**src/rtl/regfile_dbg_pkg.sv**
```systemverilog
// Shared encodings and default sizes for the register-file debug/initialisation port.
package regfile_dbg_pkg;

    localparam int unsigned XLEN_DEF   = 32;
    localparam int unsigned NREGS_DEF  = 32;
    localparam int unsigned ADDR_W_DEF = 5;

    typedef enum logic [1:0] {
        OP_READ  = 2'b00,
        OP_WRITE = 2'b01,
        OP_DUMP  = 2'b10,
        OP_CLEAR = 2'b11
    } op_e;

    typedef enum logic [2:0] {
        ST_IDLE = 3'd0,
        ST_RD   = 3'd1,
        ST_WR   = 3'd2,
        ST_DUMP = 3'd3,
        ST_CLR  = 3'd4,
        ST_RESP = 3'd5
    } state_e;

endpackage

```
**src/rtl/regfile_debug_port.sv**
```systemverilog
// Debug initiator for the 2R/1W register file: single read/write, full dump and
// clear of x1..x(NREGS-1), results returned on a valid/ready response channel.
module regfile_debug_port
    import regfile_dbg_pkg::*;
#(
    parameter int unsigned XLEN   = XLEN_DEF,
    parameter int unsigned NREGS  = NREGS_DEF,
    parameter int unsigned ADDR_W = ADDR_W_DEF
) (
    input  logic              clk,
    input  logic              reset,
    input  logic              cmd_valid,
    output logic              cmd_ready,
    input  logic [1:0]        cmd_op,
    input  logic [ADDR_W-1:0] cmd_addr,
    input  logic [XLEN-1:0]   cmd_wdata,
    output logic              rsp_valid,
    input  logic              rsp_ready,
    output logic [ADDR_W-1:0] rsp_addr,
    output logic [XLEN-1:0]   rsp_data,
    output logic              rsp_last,
    output logic              stall_core,
    output logic [ADDR_W-1:0] rf_a1,
    input  logic [XLEN-1:0]   rf_rd1,
    output logic [ADDR_W-1:0] rf_a3,
    output logic [XLEN-1:0]   rf_wd3,
    output logic              rf_we3
);

    localparam logic [ADDR_W-1:0] LAST_IDX = ADDR_W'(NREGS - 1);

    state_e              r_state;
    logic [ADDR_W-1:0]   r_cnt;
    logic [ADDR_W-1:0]   r_addr;
    logic [XLEN-1:0]     r_wdata;
    logic                r_cmd_ready;
    logic                r_stall;
    logic                r_rsp_valid;
    logic [ADDR_W-1:0]   r_rsp_addr;
    logic [XLEN-1:0]     r_rsp_data;
    logic                r_rsp_last;
    logic [ADDR_W-1:0]   r_rf_a1;
    logic [ADDR_W-1:0]   r_rf_a3;
    logic [XLEN-1:0]     r_rf_wd3;
    logic                r_rf_we3;
    logic [ADDR_W-1:0]   w_cnt_nxt;

    assign w_cnt_nxt = r_cnt + ADDR_W'(1);

    // RF address/write controls are registered one cycle ahead so they are valid
    // for the whole RD/WR/DUMP/CLR cycle that consumes them.
    always_ff @(posedge clk) begin
        if (reset) begin
            r_state     <= ST_IDLE;
            r_cnt       <= '0;
            r_addr      <= '0;
            r_wdata     <= '0;
            r_cmd_ready <= 1'b1;
            r_stall     <= 1'b0;
            r_rsp_valid <= 1'b0;
            r_rsp_addr  <= '0;
            r_rsp_data  <= '0;
            r_rsp_last  <= 1'b0;
            r_rf_a1     <= '0;
            r_rf_a3     <= '0;
            r_rf_wd3    <= '0;
            r_rf_we3    <= 1'b0;
        end else begin
            case (r_state)
                ST_IDLE: begin
                    if (cmd_valid) begin
                        r_addr      <= cmd_addr;
                        r_wdata     <= cmd_wdata;
                        r_cmd_ready <= 1'b0;
                        r_stall     <= 1'b1;
                        case (op_e'(cmd_op))
                            OP_READ: begin
                                r_rf_a1 <= cmd_addr;
                                r_state <= ST_RD;
                            end
                            OP_WRITE: begin
                                r_rf_a3  <= cmd_addr;
                                r_rf_wd3 <= cmd_wdata;
                                r_rf_we3 <= 1'b1;
                                r_state  <= ST_WR;
                            end
                            OP_DUMP: begin
                                r_cnt   <= '0;
                                r_rf_a1 <= '0;
                                r_state <= ST_DUMP;
                            end
                            OP_CLEAR: begin
                                r_cnt    <= ADDR_W'(1);
                                r_rf_a3  <= ADDR_W'(1);
                                r_rf_wd3 <= '0;
                                r_rf_we3 <= 1'b1;
                                r_state  <= ST_CLR;
                            end
                        endcase
                    end
                end

                ST_RD: begin
                    r_rsp_data  <= rf_rd1;
                    r_rsp_addr  <= r_addr;
                    r_rsp_last  <= 1'b1;
                    r_rsp_valid <= 1'b1;
                    r_state     <= ST_RESP;
                end

                // x0 write still reaches the RF, which discards it; the ack reports 0.
                ST_WR: begin
                    r_rf_we3    <= 1'b0;
                    r_rsp_data  <= (r_addr == '0) ? '0 : r_wdata;
                    r_rsp_addr  <= r_addr;
                    r_rsp_last  <= 1'b1;
                    r_rsp_valid <= 1'b1;
                    r_state     <= ST_RESP;
                end

                ST_DUMP: begin
                    r_rsp_data  <= rf_rd1;
                    r_rsp_addr  <= r_cnt;
                    r_rsp_last  <= (r_cnt == LAST_IDX);
                    r_rsp_valid <= 1'b1;
                    r_state     <= ST_RESP;
                end

                ST_CLR: begin
                    if (r_cnt == LAST_IDX) begin
                        r_rf_we3    <= 1'b0;
                        r_rsp_data  <= '0;
                        r_rsp_addr  <= LAST_IDX;
                        r_rsp_last  <= 1'b1;
                        r_rsp_valid <= 1'b1;
                        r_state     <= ST_RESP;
                    end else begin
                        r_cnt   <= w_cnt_nxt;
                        r_rf_a3 <= w_cnt_nxt;
                    end
                end

                ST_RESP: begin
                    if (rsp_ready) begin
                        r_rsp_valid <= 1'b0;
                        if (r_rsp_last) begin
                            r_rsp_last  <= 1'b0;
                            r_cmd_ready <= 1'b1;
                            r_stall     <= 1'b0;
                            r_state     <= ST_IDLE;
                        end else begin
                            r_cnt   <= w_cnt_nxt;
                            r_rf_a1 <= w_cnt_nxt;
                            r_state <= ST_DUMP;
                        end
                    end
                end

                default: begin
                    r_state     <= ST_IDLE;
                    r_cmd_ready <= 1'b1;
                    r_stall     <= 1'b0;
                    r_rsp_valid <= 1'b0;
                    r_rf_we3    <= 1'b0;
                end
            endcase
        end
    end

    assign cmd_ready  = r_cmd_ready;
    assign stall_core = r_stall;
    assign rsp_valid  = r_rsp_valid;
    assign rsp_addr   = r_rsp_addr;
    assign rsp_data   = r_rsp_data;
    assign rsp_last   = r_rsp_last;
    assign rf_a1      = r_rf_a1;
    assign rf_a3      = r_rf_a3;
    assign rf_wd3     = r_rf_wd3;
    assign rf_we3     = r_rf_we3;

endmodule

```
**config.mk**
```make
export PLATFORM = sky130hd
export DESIGN_NAME = regfile_debug_port
export DESIGN_NICKNAME = d
export VERILOG_FILES = /design/src/rtl/regfile_dbg_pkg.sv /design/src/rtl/regfile_debug_port.sv
export SDC_FILE = /design/constraint.sdc
export NUM_CORES = 1
export LEC_CHECK = 0
export ABC_CLOCK_PERIOD_IN_PS = 4800
export BUFFER_PORTS_ARGS = -buffer_cell sky130_fd_sc_hd__buf_2
export CORE_ASPECT_RATIO = 0.6
export CORE_MARGIN = 1
export CORE_UTILIZATION = 50
export CTS_BUF_LIST = sky130_fd_sc_hd__clkbuf_2
export DETAILED_ROUTE_END_ITERATION = 10
export GPL_ROUTABILITY_DRIVEN = 0
export GPL_TIMING_DRIVEN = 0
export HOLD_SLACK_MARGIN = 0.06
export PLACE_DENSITY = 0.87
export SYNTH_ARGS = -nofsm -noshare
export SYNTH_HDL_FRONTEND = slang
export SYNTH_SLANG_ARGS = --single-unit
```
**constraint.sdc**
```tcl
create_clock -name clk -period 4.8 [get_ports clk]
set_input_delay 0.24 -clock clk [delete_from_list [all_inputs] [get_ports clk]]
set_output_delay 0.24 -clock clk [all_outputs]
set_load 0.01 [all_outputs]
```
==> reports/qor.yml <==
vias_per_cell: 5.86
postCtsSetupBuffers: 0
slew_headroom: 0.483
grt_pass1_vias: 5760
placedCellCount: 920
synth_cell_types: 56
diodes: 0
dr.pass1.iters: 9
netlist_instances: 628
syn_area_sq_um: 5330
cp.required_ns: 5.40
fin_util: 0.716
post-route-drc-count: 1
yosys.area.top_type: "dfxtp_1"
min_period_over_period: 0.595
hpwl_mm: 12.7
synth_flop_cell: "dfxtp_1"
cp_num_buf_inv: 1
initial_core_util: 0.527
hold_viol_final: 0
detail_route.iter0.violations: 530
skew_ns: 0.0320
leakage_nw: 3.15
fp.coreArea_sq_um: 10100
worstPathArrival_ns: 3.46
cts_buffers: 17
drive_above_1_share: 0.239
synth_common_cells: "dfxtp_1, nor2_1, nand2_1"
gr-total-overflow: 0
antenna_left: 0
cts_tree: "done"
async_reset_ff_frac: 0
syn_nets: 710
end_kind: "register"
worst_r2r_startpoint: "r_cnt[0]"
ios: 159
routed_wl_mm: 18.6
die_y_um: 82.0
tightest_slew_ns: 0.755
slowest_stage: "dfxtp_1"
die_w_um: 135
rows: 28
port_buffers: 157
power_mw: 4.18
path_max_fanout: 10
fmax_ghz: 0.350
setup_violations: 0
grt_pass1_wl_mm: 28.9
netlist.area_leader.share: 0.484
final_nets: 957
clk_latency_ns: 0.67
crit_path_max_incr_delay_ns: 0.54
hold_class: "in2reg"
fin_crit_ns: 2.86
path_class: "reg2reg"
violations: "design-rule violations"
critPathLaunchType: "register"
ir_drop_mv: 0.297
r2r_cells: 8
h-tree-depth: 4
wire_per_inst_um: 18.2
ys_warn_count: 0
yosysMostFrequentCell: "dfxtp_1"
cpMostUsedCell: "ha_1"
instances_no_fill: 1023
cp-endpoint: "rsp_data[23]"
timing.rr.end: "rsp_data[23]"
cp_cell_sequence: "ha_1 > and3_1 > ha_1 > nand2_1 > mux2i_2 > clkbuf_1 > nor2_1 > nor3_1"
rsz0062_at_grt: "false"
maxCapViolations: 0
die_area_sq_um: 11100
synthTopCellsByArea: "dfxtp_1, nor2_1, a21oi_1"
cts_resized: 0
cts_sinks: 129
synth_edf_count: 0
synth_seq_area_share: 0.484
syn2layout_area_growth_pct: 35.9
crit_start: "r_cnt[0]"
cts_buffer_depth: 2
outcome: "complete, but fails checks"
grt_max_degree: 17
cp_top_family: "adder cells"
antenna_found_initial: 0
cts_hold_buf: 71
r2r_setup_slack_ns: 1.94
final.setup.tns_ns: 0
avgSynthCellArea_sq_um: 8.49
ys_seq_elements: 129
p_per_area_nw_per_um2: 576
grt_usage: 0.342
root_buffer: "clkbuf_2"
vias: 5999
path_clk_slew_ns: 0.20
drv_slew: 0
path_depth: 8
[cells by family after synthesis]
| kind of cell | Yosys count | synth area share |
|---|---|---|
| and+or+nand+nor | 250 | 0.212 |
| AOI/OAI and AO/OA | 170 | 0.223 |
| DFF | 129 | 0.484 |
| adders and majority gates | 7 | 0.0164 |
| muxes | 5 | 0.0103 |
| buffers and inverters | 64 | 0.0488 |
| xor gates and xnor gates | 3 | 0.00493 |
[registers in the layout, summed over array words and instances (netlist names), 3 cells and up]
register and count:
r_wdata 32, rsp_addr 5, rf_a3 5, rf_a1 5
r_addr 5, rsp_data 32, r_cnt 5, r_state 3
rf_wd3 32
[where the power goes]
| part | switching (mW) | total (mW) | internal, mW | leakage, nW |
|---|---|---|---|---|
| logic | 1.20 | 1.91 | 0.712 | 1.94 |
| clock network | 0.418 | 0.705 | 0.286 | 0.153 |
| registers | 0.187 | 1.56 | 1.37 | 1.05 |
| total | 1.81 | 4.18 | 2.37 | 3.15 |
[worst register-to-register path, stage by stage, from the launching register on]
cell	delay (ns)
dfxtp_1	0.54
ha_1	0.30
and3_1	0.19
ha_1	0.34
nand2_1	0.14
mux2i_2	0.51
clkbuf_1	0.52
nor2_1	0.11
nor3_1	0.18
[cells in the final DEF (no fill, tap or decap), types with 10 or more instances in the layout]
cell	instances
nor2_1	84
dlygate4sd3_1	71
a22oi_1	33
nor3_1	45
a221oi_1	33
clkbuf_2	17
clkbuf_1	33
nand2_1	81
a21oi_1	61
buf_2	167
inv_1	10
dfxtp_1	129
[layer usage]
| layer | up-vias | share of wire | GRT usage |
|---|---|---|---|
| li1 | 2744 | - | - |
| met1 | 2746 | 0.42 | 0.434 |
| met2 | 432 | 0.44 | 0.533 |
| met3 | 77 | 0.11 | 0.104 |
| met4 | 0 | 0.030 | 0.163 |
| met5 | - | 0 | 0 |
[per-stage QoR]
step / hold slack, ns / instance area [sq um] / worst slack, ns
floorplan: 0.376 / 5330 / 2.83
global placement: 0.443 / 6290 / 2.22
detailed placement: 0.446 / 6290 / 2.10
CTS: 0.114 / 7250 / 2.06
global route: 0.128 / 7250 / 1.74
finish: 0.158 / 7250 / 1.94
[worst min path at each step]
stage / startpoint / end / slack (ns) / cells after the start
finish: reset / rf_a3[1] / 0.16 / 2
global route: reset / rf_a1[1] / 0.13 / 2
CTS: reset / rf_a1[1] / 0.11 / 2
detailed placement: r_wdata[26] / r_wdata[26] / 0.45 / 2
global placement: r_wdata[26] / r_wdata[26] / 0.44 / 2
floorplan: cmd_wdata[0] / r_wdata[0] / 0.38 / 2
[cell type report]
| type | instances | area (sq um) |
|---|---|---|
| fill | 777 | 2880 |
| sequential | 129 | 2580 |
| inverter | 10 | 37.5 |
| clock inverter | 15 | 166 |
| multi-input combinational | 435 | 2490 |
| tap | 135 | 169 |
| buffer | 54 | 223 |
| timing repair buffer | 228 | 1500 |
| clock buffer | 17 | 85.1 |
(Power assumes the default switching activity.)
